**src/rtl/channel_event_scheduler.sv**
```systemverilog
// Four-channel photon event scheduler: edge capture with per-channel timestamps, round-robin
// drain into a valid/ready output register. Optional drop counter: define SCHED_DROP_COUNT_EN.
module channel_event_scheduler #(
  parameter int TS_W = 16
) (
  input  logic            clk,
  input  logic            rst,
  input  logic [3:0]      pulse,
  input  logic            run_start,
  input  logic            run_stop,
  input  logic [TS_W-1:0] window_len,
  output logic            evt_valid,
  input  logic            evt_ready,
  output logic [1:0]      evt_ch,
  output logic [TS_W-1:0] evt_time,
  output logic            run_active,
  output logic            done,
  output logic [7:0]      drop_count,
  output logic [1:0]      dbg_state
);

  typedef enum logic [1:0] {
    ST_IDLE  = 2'd0,
    ST_RUN   = 2'd1,
    ST_DRAIN = 2'd2
  } state_t;

  state_t          state_q, state_d;
  logic [TS_W-1:0] timer_q, timer_d;
  logic [3:0]      pulse_prev_q, pulse_prev_d;
  logic [3:0]      pending_q, pending_d;
  logic [TS_W-1:0] ts_q [4];
  logic [TS_W-1:0] ts_d [4];
  logic [1:0]      rr_q, rr_d;
  logic            evt_valid_q, evt_valid_d;
  logic [1:0]      evt_ch_q, evt_ch_d;
  logic [TS_W-1:0] evt_time_q, evt_time_d;

  logic [3:0] pulse_edge;
  logic       in_run;
  logic       start_run;
  logic       last_cycle;
  logic       drain_empty;
  logic       can_load;
  logic       gnt_valid;
  logic [1:0] gnt_idx;
  logic [1:0] rr_probe;

`ifdef SCHED_DROP_COUNT_EN
  logic [7:0] drop_q, drop_d;
  logic [2:0] drop_num;
  logic [8:0] drop_sum;
`endif

  // Handshake: an event transfers on a rising clk edge where evt_valid & evt_ready; while
  // evt_valid is high and evt_ready low the output register holds ch/time unchanged.
  always_comb begin
    pulse_edge  = pulse & ~pulse_prev_q;
    in_run      = (state_q == ST_RUN);
    start_run   = (state_q == ST_IDLE) && run_start;
    last_cycle  = (window_len != '0) && (timer_q == window_len - TS_W'(1));
    drain_empty = (pending_q == 4'b0000) && !evt_valid_q;
    can_load    = !evt_valid_q || evt_ready;
    gnt_valid   = can_load && (pending_q != 4'b0000);
  end

  // Round-robin pick: scan from rr_q upward; the highest k is tested first so the
  // channel closest to rr_q overwrites and wins.
  always_comb begin
    gnt_idx  = rr_q;
    rr_probe = rr_q;
    for (int k = 3; k >= 0; k--) begin
      rr_probe = rr_q + 2'(k);
      if (pending_q[rr_probe]) gnt_idx = rr_probe;
    end
  end

  always_comb begin
    state_d = state_q;
    timer_d = timer_q;
    case (state_q)
      ST_IDLE: begin
        if (run_start) begin
          state_d = ST_RUN;
          timer_d = '0;
        end
      end
      ST_RUN: begin
        timer_d = timer_q + TS_W'(1);
        if (run_stop || last_cycle) state_d = ST_DRAIN;
      end
      ST_DRAIN: begin
        if (drain_empty) state_d = ST_IDLE;
      end
      default: state_d = ST_IDLE;
    endcase
  end

  always_comb begin
    pulse_prev_d = pulse;
    pending_d    = pending_q;
    for (int i = 0; i < 4; i++) begin
      ts_d[i] = ts_q[i];
      if (gnt_valid && (gnt_idx == 2'(i))) pending_d[i] = 1'b0;
      // A granted channel frees its slot this cycle, so a coincident edge is kept.
      if (in_run && pulse_edge[i] && (!pending_q[i] || (gnt_valid && (gnt_idx == 2'(i))))) begin
        pending_d[i] = 1'b1;
        ts_d[i]      = timer_q;
      end
    end
  end

  always_comb begin
    evt_valid_d = evt_valid_q;
    evt_ch_d    = evt_ch_q;
    evt_time_d  = evt_time_q;
    rr_d        = rr_q;
    if (gnt_valid) begin
      evt_valid_d = 1'b1;
      evt_ch_d    = gnt_idx;
      evt_time_d  = ts_q[gnt_idx];
      rr_d        = gnt_idx + 2'd1;
    end else if (evt_valid_q && evt_ready) begin
      evt_valid_d = 1'b0;
    end
  end

`ifdef SCHED_DROP_COUNT_EN
  always_comb begin
    drop_num = 3'd0;
    for (int i = 0; i < 4; i++) begin
      if (in_run && pulse_edge[i] && pending_q[i] && !(gnt_valid && (gnt_idx == 2'(i))))
        drop_num = drop_num + 3'd1;
    end
    drop_sum = {1'b0, drop_q} + {6'd0, drop_num};
    drop_d   = drop_q;
    if (start_run)              drop_d = 8'd0;
    else if (drop_sum > 9'd255) drop_d = 8'd255;
    else                        drop_d = drop_sum[7:0];
  end

  always_ff @(posedge clk) begin
    if (rst) drop_q <= 8'd0;
    else     drop_q <= drop_d;
  end

  assign drop_count = drop_q;
`else
  assign drop_count = 8'd0;
`endif

  always_ff @(posedge clk) begin
    if (rst) begin
      state_q      <= ST_IDLE;
      timer_q      <= '0;
      pulse_prev_q <= 4'b0000;
      pending_q    <= 4'b0000;
      rr_q         <= 2'd0;
      evt_valid_q  <= 1'b0;
      evt_ch_q     <= 2'd0;
      evt_time_q   <= '0;
      for (int i = 0; i < 4; i++) ts_q[i] <= '0;
    end else begin
      state_q      <= state_d;
      timer_q      <= timer_d;
      pulse_prev_q <= pulse_prev_d;
      pending_q    <= pending_d;
      rr_q         <= rr_d;
      evt_valid_q  <= evt_valid_d;
      evt_ch_q     <= evt_ch_d;
      evt_time_q   <= evt_time_d;
      for (int i = 0; i < 4; i++) ts_q[i] <= ts_d[i];
    end
  end

  assign evt_valid  = evt_valid_q;
  assign evt_ch     = evt_ch_q;
  assign evt_time   = evt_time_q;
  assign run_active = (state_q == ST_RUN) || (state_q == ST_DRAIN);
  // Reset discards an in-flight run, so a drain that happens to be empty must not signal done.
  assign done       = (state_q == ST_DRAIN) && drain_empty && !rst;
  assign dbg_state  = state_q;

endmodule

```
**config.mk**
```make
export PLATFORM = sky130hd
export DESIGN_NAME = channel_event_scheduler
export DESIGN_NICKNAME = d
export VERILOG_FILES = /design/src/rtl/channel_event_scheduler.sv
export SDC_FILE = /design/constraint.sdc
export NUM_CORES = 1
export LEC_CHECK = 0
export CORE_MARGIN = 10
export CORE_UTILIZATION = 40
export CTS_CLUSTER_SIZE = 30
export DETAILED_ROUTE_END_ITERATION = 10
export GPL_TIMING_DRIVEN = 1
export PLACE_DENSITY_LB_ADDON = 0.12
export SYNTH_ARGS = -nofsm -noshare
export SYNTH_HDL_FRONTEND = slang
export SYNTH_SLANG_ARGS = --single-unit
```
**constraint.sdc**
```tcl
create_clock -name clk -period 4.17 [get_ports clk]
set_input_delay 0.834 -clock clk [delete_from_list [all_inputs] [get_ports clk]]
set_output_delay 0.834 -clock clk [all_outputs]
set_load 0.05 [all_outputs]
```
==> metrics, run 1 <==
status=completed; CP delay by family, top=simple AND/OR/NAND/NOR gates; number of global-route vias before repair=4101; critical path data arrival time=2.44 ns; final worst path period share=0.784; critical path launch point type=flip-flop; final net count=629; commonest non-fill, non-tap cell in the layout=nand2_1; Critical-path top delay cell=clkdlybuf4s50_1; setup_tns=0 ns; post-placement cell count=764; clock tree sinks=111; worst-case clock buffer depth=2; Crit Reg-Reg Startpoint=pending_q[1]; skew final=0.00764 ns; Leak=2.29 nW; critical-path cell list=or4_1, nor4b_1, clkdlybuf4s50_1; type of the worst setup path=flip-flop to primary output; Relative slew margins=0.432; total power=3.69 mW; worst r2r dst=ts_q[3][15]; RSZ-0062 raised after global routing=false; Synth Cell Area=0.00559 mm^2; antenna viol nets, final=0; ys async rst share=0; CTS root buf=clkbuf_16; Slew @ Worst Pin=0.849 ns; Final Max Tran Viols=0; cts bufs inserted=9; Synthesis Warnings=0; largest net degree at the start of global routing=51; I/O pin total=56; routed vias/inst=5.22; GRT Total Usage=0.134; Worst-path clk slew=0.07 ns; fin crit period=3.27 ns; TritonCTS clock tree=built; area delta synth->final=15.7%; sequential standard cell area=0.00286 mm^2; worst vdd ir=0.000437 V; Die Ht=138 um; Yosys cell types=57; Peak Freq=306 MHz; Hold-fix buffers, CTS=0; area of the multi-input gates=0.00249 mm^2; crit-path max FO=6; first-pass GRT wire length=21.1 mm; MaxCap Viol Count=0; ys flop type=edfxtp_1; R2R depth=8; Setup Buffers After CTS=0; Pre-antenna DRT Iters=4; RD Place Congestion=0.856; hold path startpoint=evt_time[5]; Final Setup Violations=0; Worst R2R Setup Slack=1.49 ns; CP max stage delay=0.85 ns; die footprint=0.0191 mm^2; grt ovf=0; Final Hold Viols=0; initial antenna violation count=0; Post-synth EDFFs=64; Post-Syn Instances=563; PwrDens=571 mW/mm^2; DR iter-0 viols=192; residual DRC count=0; final wirelength=12.9 mm; share of cells above drive strength 1=0.0600; stages on the worst setup path=3; Placed Area=0.00618 mm^2; Finished Cell Area=0.00647 mm^2; WHS Path Cells=2; final non-filler cell total=780; Worst-Skew Late Latency=0.34 ns; Crit. End Element=primary output; htree depth=3; most frequent cells in the layout=75 x nand2_1, 69 x and2_1, 64 x edfxtp_1, 47 x dfxtp_1, 46 x clkdlybuf4s50_1; diode count=0; Post-Syn Area per Cell=9.93 um^2; post-CTS sizing=0; Rows=43; hpwl dp=8.70 mm; CP Data Required Time=3.34 ns; wire length per cell=16.5 um; worst min path class=flip-flop to flip-flop; number of port buffers=47; overall die width=138 um; core footprint=0.0138 mm^2; effective utilization at floorplan=0.406; Fill cells=1316; post-synthesis sequential area ratio=0.512; buffers and inverters on the worst path=1; hold endpoint=evt_time[5]; Via Count=4075; post-synthesis register bit count=111
## worst register-to-register path, cell delays in order (launching register included)
cell      delay (ns)
dfxtp_1         0.44
nor2_1          0.08
a221o_1         0.36
o22a_1          0.25
ha_1            0.20
nand2_1         0.06
nand2_1         0.07
nand2b_1        0.22
nand2_1         0.56
## per-stage QoR
step	setup WS, ns	hold WS, ns	utilization
floorplan	0.656	0.481	-
global placement	0.751	0.443	0.449
detailed placement	0.631	0.446	0.449
CTS	0.885	0.456	0.469
global route	0.729	0.478	0.469
finish	0.900	0.453	0.469
## power breakdown
| group | internal, mW | total, mW | switching, mW |
|---|---|---|---|
| sequential | 1.32 | 1.41 | 0.0876 |
| clock | 0.444 | 0.821 | 0.377 |
| combinational | 0.474 | 1.47 | 0.992 |
| total | 2.24 | 3.69 | 1.46 |
## flip-flops by register name, indices dropped and copies added (netlist names)
signal and flops:
ts_q 64, evt_time 16, timer_q 16, pending_q 4
pulse_prev_q 4, dbg_state 2, evt_ch 2, rr_q 2
evt_valid 1
## area by class of cell
type	count	share of cell area
flip-flops and latches	111	0.443
multi-input cells	400	0.385
repair buffers	58	0.0848
clock buffers	12	0.0399
well taps	180	0.0348
inverters	15	0.00871
clock inverters	4	0.00406
## worst max-delay path by stage
| stage | from | slack [ns] | to |
|---|---|---|---|
| 6_report | pending_q[3] | 0.90 | done |
| 5_1_grt | pending_q[2] | 0.73 | done |
| 4_1_cts | pending_q[3] | 0.88 | done |
| 3_5_place_dp | window_len[8] | 0.63 | dbg_state[0] |
| 3_3_place_gp | window_len[0] | 0.75 | dbg_state[0] |
| 2_1_floorplan | rst | 0.66 | done |
## cell families after synthesis
family                   share of synthesized area
AND/OR/NAND/NOR                              0.249
flip-flops                                   0.512
AO/OA/AOI/OAI                                0.116
buffers and inverters                       0.0470
XOR/XNOR                                    0.0454
adder cells (fa/ha/maj)                     0.0201
multiplexers                               0.00895
other                                     0.000671
## metal layers
layer / track usage / up-vias / wire length, um
li1: - / 2035 / -
met1: 0.169 / 1936 / 6110
met2: 0.220 / 87 / 6050
met3: 0.0257 / 17 / 483
met4: 0.0527 / 0 / 246
met5: 0 / - / 0
## synth_stat cells, types with 6 or more instances
master    instances  area share
ha_1              9       0.020
nand2b_1          9       0.010
nand3_1           9      0.0081
nor3_1           16       0.014
nor2b_1           7      0.0078
xor2_1           14       0.022
o21ai_0          10      0.0090
a311o_1          16       0.029
dfxtp_1          47        0.17
buf_4             8       0.011
xnor2_1          15       0.024
and2_1           69       0.077
a21oi_1          32       0.029
nor2_1           33       0.022
or4_1             6      0.0081
nand2_1          75       0.050
edfxtp_1         64        0.34
a211oi_1         16       0.021
inv_1            12      0.0081
clkbuf_1         31       0.021
No activity file was read; power rests on OpenSTA's default activity.
==> inputs of run 2 (changes only) <==
==> constraint.sdc (replaced) <==
create_clock -name clk -period 3.4 [get_ports clk]
set_input_delay 0.68 -clock clk [delete_from_list [all_inputs] [get_ports clk]]
set_output_delay 0.68 -clock clk [all_outputs]
set_load 0.05 [all_outputs]
==> run 2 against run 1 <==
Compared with the run above: hold slack improved by 0.0011 ns; utilization increased by 0.45 points; global-route usage increased by 0.24 points; total power grew 24%; routed wire length rose by 1.3%; final cell count increased by 0.90%; worst setup slack worse by 0.43 ns; non-clock buffer count up 7; clock skew decreased by 0.0012 ns; largest cell class unchanged.
==> metrics, run 2 (synthesis gave the netlist of run 1 again) <==
Hold-fix buffers, CTS=0; commonest non-fill, non-tap cell in the layout=nand2_1; skew final=0.00646 ns; Sw Pwr=1.80 mW; Crit. End Element=flip-flop; worst min path class=flip-flop to flip-flop; core footprint=0.0138 mm^2; final net count=636; htree depth=3; worst-case clock buffer depth=2; largest net degree at the start of global routing=36; Pint=2.79 mW; sequential power share=0.376; Setup Buffers After CTS=0; CTS root buf=clkbuf_16; die footprint=0.0191 mm^2; critical path data arrival time=3.22 ns; crit-path max FO=6; Pre-antenna DRT Iters=4; antenna viol nets, final=0; most frequent cells in the layout=75 x nand2_1, 69 x and2_1, 64 x edfxtp_1, 47 x dfxtp_1, 45 x clkdlybuf4s50_1; Die Ht=138 um; max reg flops=64; fin crit period=2.93 ns; Relative slew margins=0.574; DR iter-0 viols=271; Peak Freq=342 MHz; TritonCTS clock tree=built; critical path launch point type=primary input; final wirelength=13.1 mm; status=completed; hpwl dp=8.89 mm; wire length per cell=16.6 um; combinational cell fraction of total power=0.392; PwrDens=703 mW/mm^2; GRT Total Usage=0.136; residual DRC count=0; number of port buffers=47; setup_tns=0 ns; Via Count=4095; Largest Register=ts_q; grt ovf=0; share of cells above drive strength 1=0.0758; Worst R2R Setup Slack=0.95 ns; Worst-path clk slew=0.07 ns; CP Data Required Time=3.69 ns; worst vdd ir=0.000435 V; MaxCap Viol Count=0; type of the worst setup path=primary input to flip-flop; worst setup margin=0.474 ns; sw frac=0.392; Worst-Skew Late Latency=0.35 ns; final worst path period share=0.861; clock tree sinks=111; cts bufs inserted=9; area delta synth->final=16.8%; diode count=0; number of global-route vias before repair=4116; Final Max Tran Viols=0; initial antenna violation count=0; post-CTS sizing=0; effective utilization at floorplan=0.406; RSZ-0062 raised after global routing=false; RD Place Congestion=0.833; Final Setup Violations=0; I/O pin total=56; Final Hold Viols=0; Leak=2.34 nW; DP Worst Slack=0.0965 ns; routed vias/inst=5.20; first-pass GRT wire length=21.2 mm; overall die width=138 um; Slew @ Worst Pin=0.640 ns; Rows=43; Clock Power Share=0.232
-- run 2: cell types whose count changed in the layout (fill, tap and decap cells not counted), sizes merged --
cell	previous run	this run
buf	12	20
clkdlybuf4s50	46	45
inv	15	14
clkbuf	12	10
bufinv	0	1
clkinv	4	6
-- run 2: final timing paths --
check | startpoint | to | cells after the start
hold / removal | evt_time[1] | evt_time[1] | 2
hold reg to reg | evt_time[1] | evt_time[1] | 2
setup / recovery | window_len[0] | dbg_state[0] | 10
setup reg to reg | pending_q[3] | dbg_state[0] | 7
-- run 2: power by group through the flow --
stage          combinational, mW  clock [mW]  sequential, mW
3_5_place_dp                1.82           0            1.76
2_1_floorplan              0.965           0            2.03
3_3_place_gp                1.82           0            1.75
4_1_cts                     1.83        1.09            1.73
5_1_grt                     1.97        1.15            1.75
6_report                    1.80        1.07            1.73
-- run 2: layout make-up --
class / instances / area [um^2]
sequential: 111 / 2860
inverter: 15 / 56.3
timing repair buffer: 65 / 598
clock inverter: 6 / 57.6
fill: 1325 / 7240
tap: 180 / 225
multi-input combinational: 400 / 2490
clock buffer: 10 / 239
-- run 2: stage by stage --
step                 util  hold slack, ns  instance area (um^2)  cells  power, mW
finish              0.474           0.454                  6530    787       4.59
global route        0.474           0.474                  6530    787       4.87
CTS                 0.474           0.458                  6530    787       4.65
detailed placement  0.452           0.448                  6230    771       3.58
global placement    0.452           0.443                  6230    771       3.57
floorplan               -           0.481                  5620    570       3.00
-- run 2: critical path, cell delays in order --
cell	delay, ns
clkdlybuf4s50_1	0.48
inv_1	0.09
ha_1	0.23
or3b_1	0.50
nor2_2	0.20
mux2i_1	0.10
mux2i_1	0.18
nand4_2	0.15
or4_1	0.52
nand3_1	0.09
-- run 2: metal layers --
metal / GRT usage / vias up / wire length, um
met5: 0 / - / 0
met4: 0.0560 / 0 / 240
met3: 0.0267 / 16 / 566
met2: 0.230 / 91 / 6180
met1: 0.166 / 1941 / 6060
li1: - / 2047 / -
